[config.mk]
export PLATFORM = sky130hd
export DESIGN_NAME = flag_condition_unit
export DESIGN_NICKNAME = d
export VERILOG_FILES = /design/src/rtl/cond_pkg.sv /design/src/rtl/cond_check.sv /design/src/rtl/flag_condition_unit.sv
export SDC_FILE = /design/constraint.sdc
export NUM_CORES = 1
export LEC_CHECK = 0
export CAP_MARGIN = 30
export CORE_MARGIN = 8
export CORE_UTILIZATION = 50
export DETAILED_ROUTE_END_ITERATION = 10
export PLACE_DENSITY = 0.84
export SLEW_MARGIN = 20
export SYNTH_ARGS = -nofsm -noshare
export SYNTH_HDL_FRONTEND = slang
export SYNTH_HIERARCHICAL = 1
export SYNTH_SLANG_ARGS = --single-unit
[constraint.sdc]
create_clock -name clk -period 2.9 [get_ports clk]
set_input_delay 0.58 -clock clk [delete_from_list [all_inputs] [get_ports clk]]
set_output_delay 0.58 -clock clk [all_outputs]
set_load 0.02 [all_outputs]
[src/rtl/cond_pkg.sv]
// Shared types for the flag/condition unit: condition codes, NZCV flags
// and writeback buffer depth.
package cond_pkg;

  typedef enum logic [3:0] {
    EQ = 4'b0000,
    NE = 4'b0001,
    CS = 4'b0010,
    CC = 4'b0011,
    MI = 4'b0100,
    PL = 4'b0101,
    VS = 4'b0110,
    VC = 4'b0111,
    HI = 4'b1000,
    LS = 4'b1001,
    GE = 4'b1010,
    LT = 4'b1011,
    GT = 4'b1100,
    LE = 4'b1101,
    AL = 4'b1110,
    NV = 4'b1111
  } cond_e;

  typedef struct packed {
    logic n;
    logic z;
    logic c;
    logic v;
  } flags_t;

  localparam int FIFO_DEPTH = 2;

endpackage

[src/rtl/cond_check.sv]
// Combinational condition-code evaluator against an NZCV flag set.
module cond_check
  import cond_pkg::*;
(
  input  flags_t f,
  input  cond_e  cond,
  output logic   pass
);

  always_comb begin
    pass = 1'b0;
    unique case (cond)
      EQ: pass = f.z;
      NE: pass = !f.z;
      CS: pass = f.c;
      CC: pass = !f.c;
      MI: pass = f.n;
      PL: pass = !f.n;
      VS: pass = f.v;
      VC: pass = !f.v;
      HI: pass = f.c && !f.z;
      LS: pass = !f.c || f.z;
      GE: pass = (f.n == f.v);
      LT: pass = (f.n != f.v);
      GT: pass = !f.z && (f.n == f.v);
      LE: pass = f.z || (f.n != f.v);
      AL: pass = 1'b1;
      NV: pass = 1'b0;
      default: pass = 1'b0;
    endcase
  end

endmodule

[src/rtl/flag_condition_unit.sv]
// Architectural NZCV flags, condition evaluation and 2-entry writeback FIFO.
// Optional FLAG_COND_STATS_EN adds saturating exec/squash counters.
module flag_condition_unit
  import cond_pkg::*;
#(
  parameter int N      = 4,
  parameter int DEST_W = 4
) (
  input  logic              clk,
  input  logic              reset,
  input  logic              in_valid,
  output logic              in_ready,
  input  logic [N-1:0]      in_result,
  input  logic [3:0]        in_flags,
  input  logic [3:0]        in_cond,
  input  logic              in_set_flags,
  input  logic [DEST_W-1:0] in_dest,
  output logic              out_valid,
  input  logic              out_ready,
  output logic [N-1:0]      out_result,
  output logic [DEST_W-1:0] out_dest,
  output logic              out_write,
  output logic [3:0]        flags
`ifdef FLAG_COND_STATS_EN
  ,
  output logic [15:0]       exec_count,
  output logic [15:0]       squash_count
`endif
);

  flags_t            flags_q;
  logic              pass;
  logic              push;
  logic              pop;
  logic              wr_ptr;
  logic              rd_ptr;
  logic [1:0]        count;
  logic [N-1:0]      mem_result [FIFO_DEPTH];
  logic [DEST_W-1:0] mem_dest   [FIFO_DEPTH];
  logic              mem_write  [FIFO_DEPTH];
  logic [N-1:0]      last_result;
  logic [DEST_W-1:0] last_dest;
  logic              last_write;

  cond_check u_cond_check (
    .f    (flags_q),
    .cond (cond_e'(in_cond)),
    .pass (pass)
  );

  assign in_ready  = (count != 2'(FIFO_DEPTH));
  assign out_valid = (count != 2'd0);
  assign push      = in_valid && in_ready;
  assign pop       = out_valid && out_ready;
  assign flags     = flags_q;

  // When empty, show the last popped entry so outputs stay stable.
  always_comb begin
    out_result = last_result;
    out_dest   = last_dest;
    out_write  = last_write;
    if (out_valid) begin
      out_result = mem_result[rd_ptr];
      out_dest   = mem_dest[rd_ptr];
      out_write  = mem_write[rd_ptr];
    end
  end

  always_ff @(posedge clk or posedge reset) begin
    if (reset) begin
      flags_q     <= '0;
      wr_ptr      <= 1'b0;
      rd_ptr      <= 1'b0;
      count       <= 2'd0;
      last_result <= '0;
      last_dest   <= '0;
      last_write  <= 1'b0;
      for (int i = 0; i < FIFO_DEPTH; i++) begin
        mem_result[i] <= '0;
        mem_dest[i]   <= '0;
        mem_write[i]  <= 1'b0;
      end
    end else begin
      if (push) begin
        mem_result[wr_ptr] <= in_result;
        mem_dest[wr_ptr]   <= in_dest;
        mem_write[wr_ptr]  <= pass;
        wr_ptr             <= wr_ptr + 1'b1;
        if (pass && in_set_flags)
          flags_q <= flags_t'(in_flags);
      end
      if (pop) begin
        last_result <= mem_result[rd_ptr];
        last_dest   <= mem_dest[rd_ptr];
        last_write  <= mem_write[rd_ptr];
        rd_ptr      <= rd_ptr + 1'b1;
      end
      unique case ({push, pop})
        2'b10:   count <= count + 2'd1;
        2'b01:   count <= count - 2'd1;
        default: count <= count;
      endcase
    end
  end

`ifdef FLAG_COND_STATS_EN
  always_ff @(posedge clk or posedge reset) begin
    if (reset) begin
      exec_count   <= 16'd0;
      squash_count <= 16'd0;
    end else if (push) begin
      if (pass && exec_count != 16'hFFFF)
        exec_count <= exec_count + 16'd1;
      if (!pass && squash_count != 16'hFFFF)
        squash_count <= squash_count + 16'd1;
    end
  end
`endif

endmodule

==> impl_metrics.tcl <==
set metrics [dict create \
    first_pass_iters 4 \
    start_util_pct 51.6 \
    rows 21 \
    core_um2 3310 \
    critical_path_class "register to output port" \
    die_area_um2 5540 \
    antenna_found_initial 0 \
    drt_wl_total_um 3630 \
    worstSetupStartpointType "register" \
    slowest_delay_ns 0.63 \
    place_congestion 0.850 \
    dr.first_iter.drc_count 40 \
    io_buffers 35 \
    n_antenna_cell 0 \
    syn_area_um2 1710 \
    nNetsFinal 205 \
    fp.dieW_um 74.4 \
    period_share_pct 92.3 \
    via_count 1209 \
    path_max_fanout 19 \
    fill_cells 282 \
    seq_area_um2 876 \
    final_antenna_net_count 0 \
    synth.most_common_cell "dfrtp_1" \
    yosys_warnings 6 \
    gr-total-overflow 0 \
    async_flop_share_pct 100 \
    drv_cap 0 \
    insertion_delay_ns 0.34 \
    fin_tns_setup_ns 0 \
    cts_setup_buffers 0 \
    cts_buffers 5 \
    dpl-instance-area_um2 2090 \
    synth_nets 169 \
    final_max_slew_viol_count 0 \
    cts_root_buffer "clkbuf_4" \
    grt_pass1_wl_um 6230 \
    die_h_um 74.4 \
    cp_data_arrival_time_ns 2.10 \
    fin_total_pwr_mw 2.59 \
    hold_buffers 0 \
    ys_ff_latch 35 \
    clock-sinks 35 \
    design_area_um2 2140 \
    yosys.area.top_type_share_pct 51.3 \
    via_per_inst 5.28 \
    hpwl_um 2590 \
    path_cells "or2_2 -> a21oi_1 -> clkdlybuf4s50_1" \
    synth_area_leader_cell "dfrtp_1" \
    drive_above_1_share_pct 19.1 \
    post_cts.resized_instances 0 \
    synth.area.top_cells "dfrtp_1 (51%), mux2_2 (15%), mux2i_1 (5.9%)" \
    finalSetupViolations 0 \
    rsz0062_at_grt "no" \
    crit_buf_inv 1 \
    peakVddDrop_v 0.000802 \
    fmax_mhz 373 \
    fin_crit_ns 2.68 \
    synth_seq_area_share_pct 51.3 \
    pin_count 36 \
    relSlewSlack_pct 62.7 \
    synth.top_cells.by_count "dfrtp_1 (35), mux2_2 (22), a21oi_1 (12), nor2_1 (12), o21ai_0 (11)" \
    critical_path_required_ns 2.32 \
    drc 0 \
    hold_violations 0 \
    h-tree-depth 2 \
    critical_path.top_delay_family "buffers and inverters" \
    area_delta_synth_final_pct 25.4 \
    static-leakage-power_nw 0.925 \
    hold_class "register to register" \
    end_kind "output port" \
    path_clk_slew_ns 0.10 \
    power.density_nw_per_um2 1210 \
    synth_ff_type "dfrtp_1" \
    grt_max_degree 36 \
    status "complete, no violations" \
    cts.path.max_buffers 2 \
    worst_pin_slew_ns 0.560 \
    synth_edf_count 0 \
    cts_tree "done" \
    avgSynthCellArea_um2 11.6 \
    grt_pass1_vias 1273 \
    grt_use_total_pct 14.8 \
    synthCells 147 \
    fin_skew_ns 0.00333 \
    slowest_stage "clkdlybuf4s50_1" \
    yosys.cell_types.count 28 \
    avgRoutedWirePerCell_um 15.8 \
    multi_input_area_um2 776 \
]
-- sequential cells by signal, summed over array words and instances, names as in the netlist --
signal       cells
mem_dest         8
mem_result       8
flags            4
last_dest        4
last_result      4
count            2
mem_write        2
last_write       1
rd_ptr           1
wr_ptr           1
-- worst min-delay path: stages, from the launching register on --
cell and delay, ns:
dfrtp_1 0.35, nand2_1 0.04, o21ai_0 0.06
-- metal layers --
| layer | GRT usage, % | routed length (um) | vias up |
|---|---|---|---|
| met2 | 24.4 | 1790 | 36 |
| li1 | - | - | 582 |
| met3 | 6.20 | 307 | 2 |
| met5 | 0 | 0 | - |
| met1 | 16.9 | 1520 | 589 |
| met4 | 4.57 | 11 | 0 |
-- kinds of logic (layout without fill, tap and decap cells) --
logic type / count (synthesis) / in the layout / synth area share [%]
AOI/OAI and AO/OA: 28 / 28 / 9.16
DFF: 35 / 35 / 51.3
muxes: 32 / 32 / 20.4
and+or+nand+nor: 31 / 31 / 10.5
xor gates and xnor gates: 9 / 9 / 4.62
adders and majority gates: 1 / 1 / 0.732
buffers and inverters: 11 / 47 / 3.30
-- metrics by stage --
step | std cells | hold slack, ns | util, % | worst slack [ns]
floorplan | 147 | 0.451 | - | 0.743
finish | 229 | 0.493 | 64.7 | 0.223
global route | 229 | 0.533 | 64.7 | 0.0983
CTS | 229 | 0.496 | 64.7 | 0.195
global placement | 222 | 0.463 | 63.0 | 0.177
detailed placement | 222 | 0.473 | 63.0 | 0.0159
-- layout by cell type (no fill, tap or decap), drive strengths merged --
cell,Yosys,layout
a2111oi,1,1
a211oi,1,1
a21oi,12,12
a311oi,1,1
buf,5,2
clkbuf,3,6
clkdlybuf4s50,0,35
clkinv,0,1
dfrtp,35,35
ha,1,1
inv,3,3
mux2,22,22
mux2i,10,10
nand2,10,10
nand2b,2,2
nand3,1,1
nand3b,1,1
nand4,1,1
nor2,12,12
nor2b,1,1
nor3,1,1
nor4b,1,1
o21ai,11,11
o22a,1,1
o22ai,1,1
or2,1,1
xnor2,5,5
xor2,4,4
-- worst paths after layout --
check / from / end / slack [ns] / depth (start not counted)
setup reg to reg: flags[3] / flags[1] / 0.64 / 7
setup / recovery: count[1] / out_write / 0.22 / 3
max in group asynchronous: reset / mem_result[1] / 1.97 / 3
hold / removal: last_write / last_write / 0.49 / 2
hold reg to reg: last_write / last_write / 0.49 / 2
min in group asynchronous: reset / mem_dest[2] / 0.62 / 3
-- final cells by class --
cell class / instances / share of cell area (%)
flip-flops and latches: 35 / 40.9
multi-input cells: 101 / 36.2
repair buffers: 37 / 17.1
well taps: 46 / 2.69
clock buffers: 6 / 2.39
inverters: 3 / 0.526
clock inverters: 1 / 0.234
-- power by group --
group	switching (mW)	total [mW]	internal, mW
clock	0.157	0.270	0.112
combinational	0.682	1.38	0.702
sequential	0.197	0.933	0.737
Note: power is estimated with default switching activity, not from simulation.
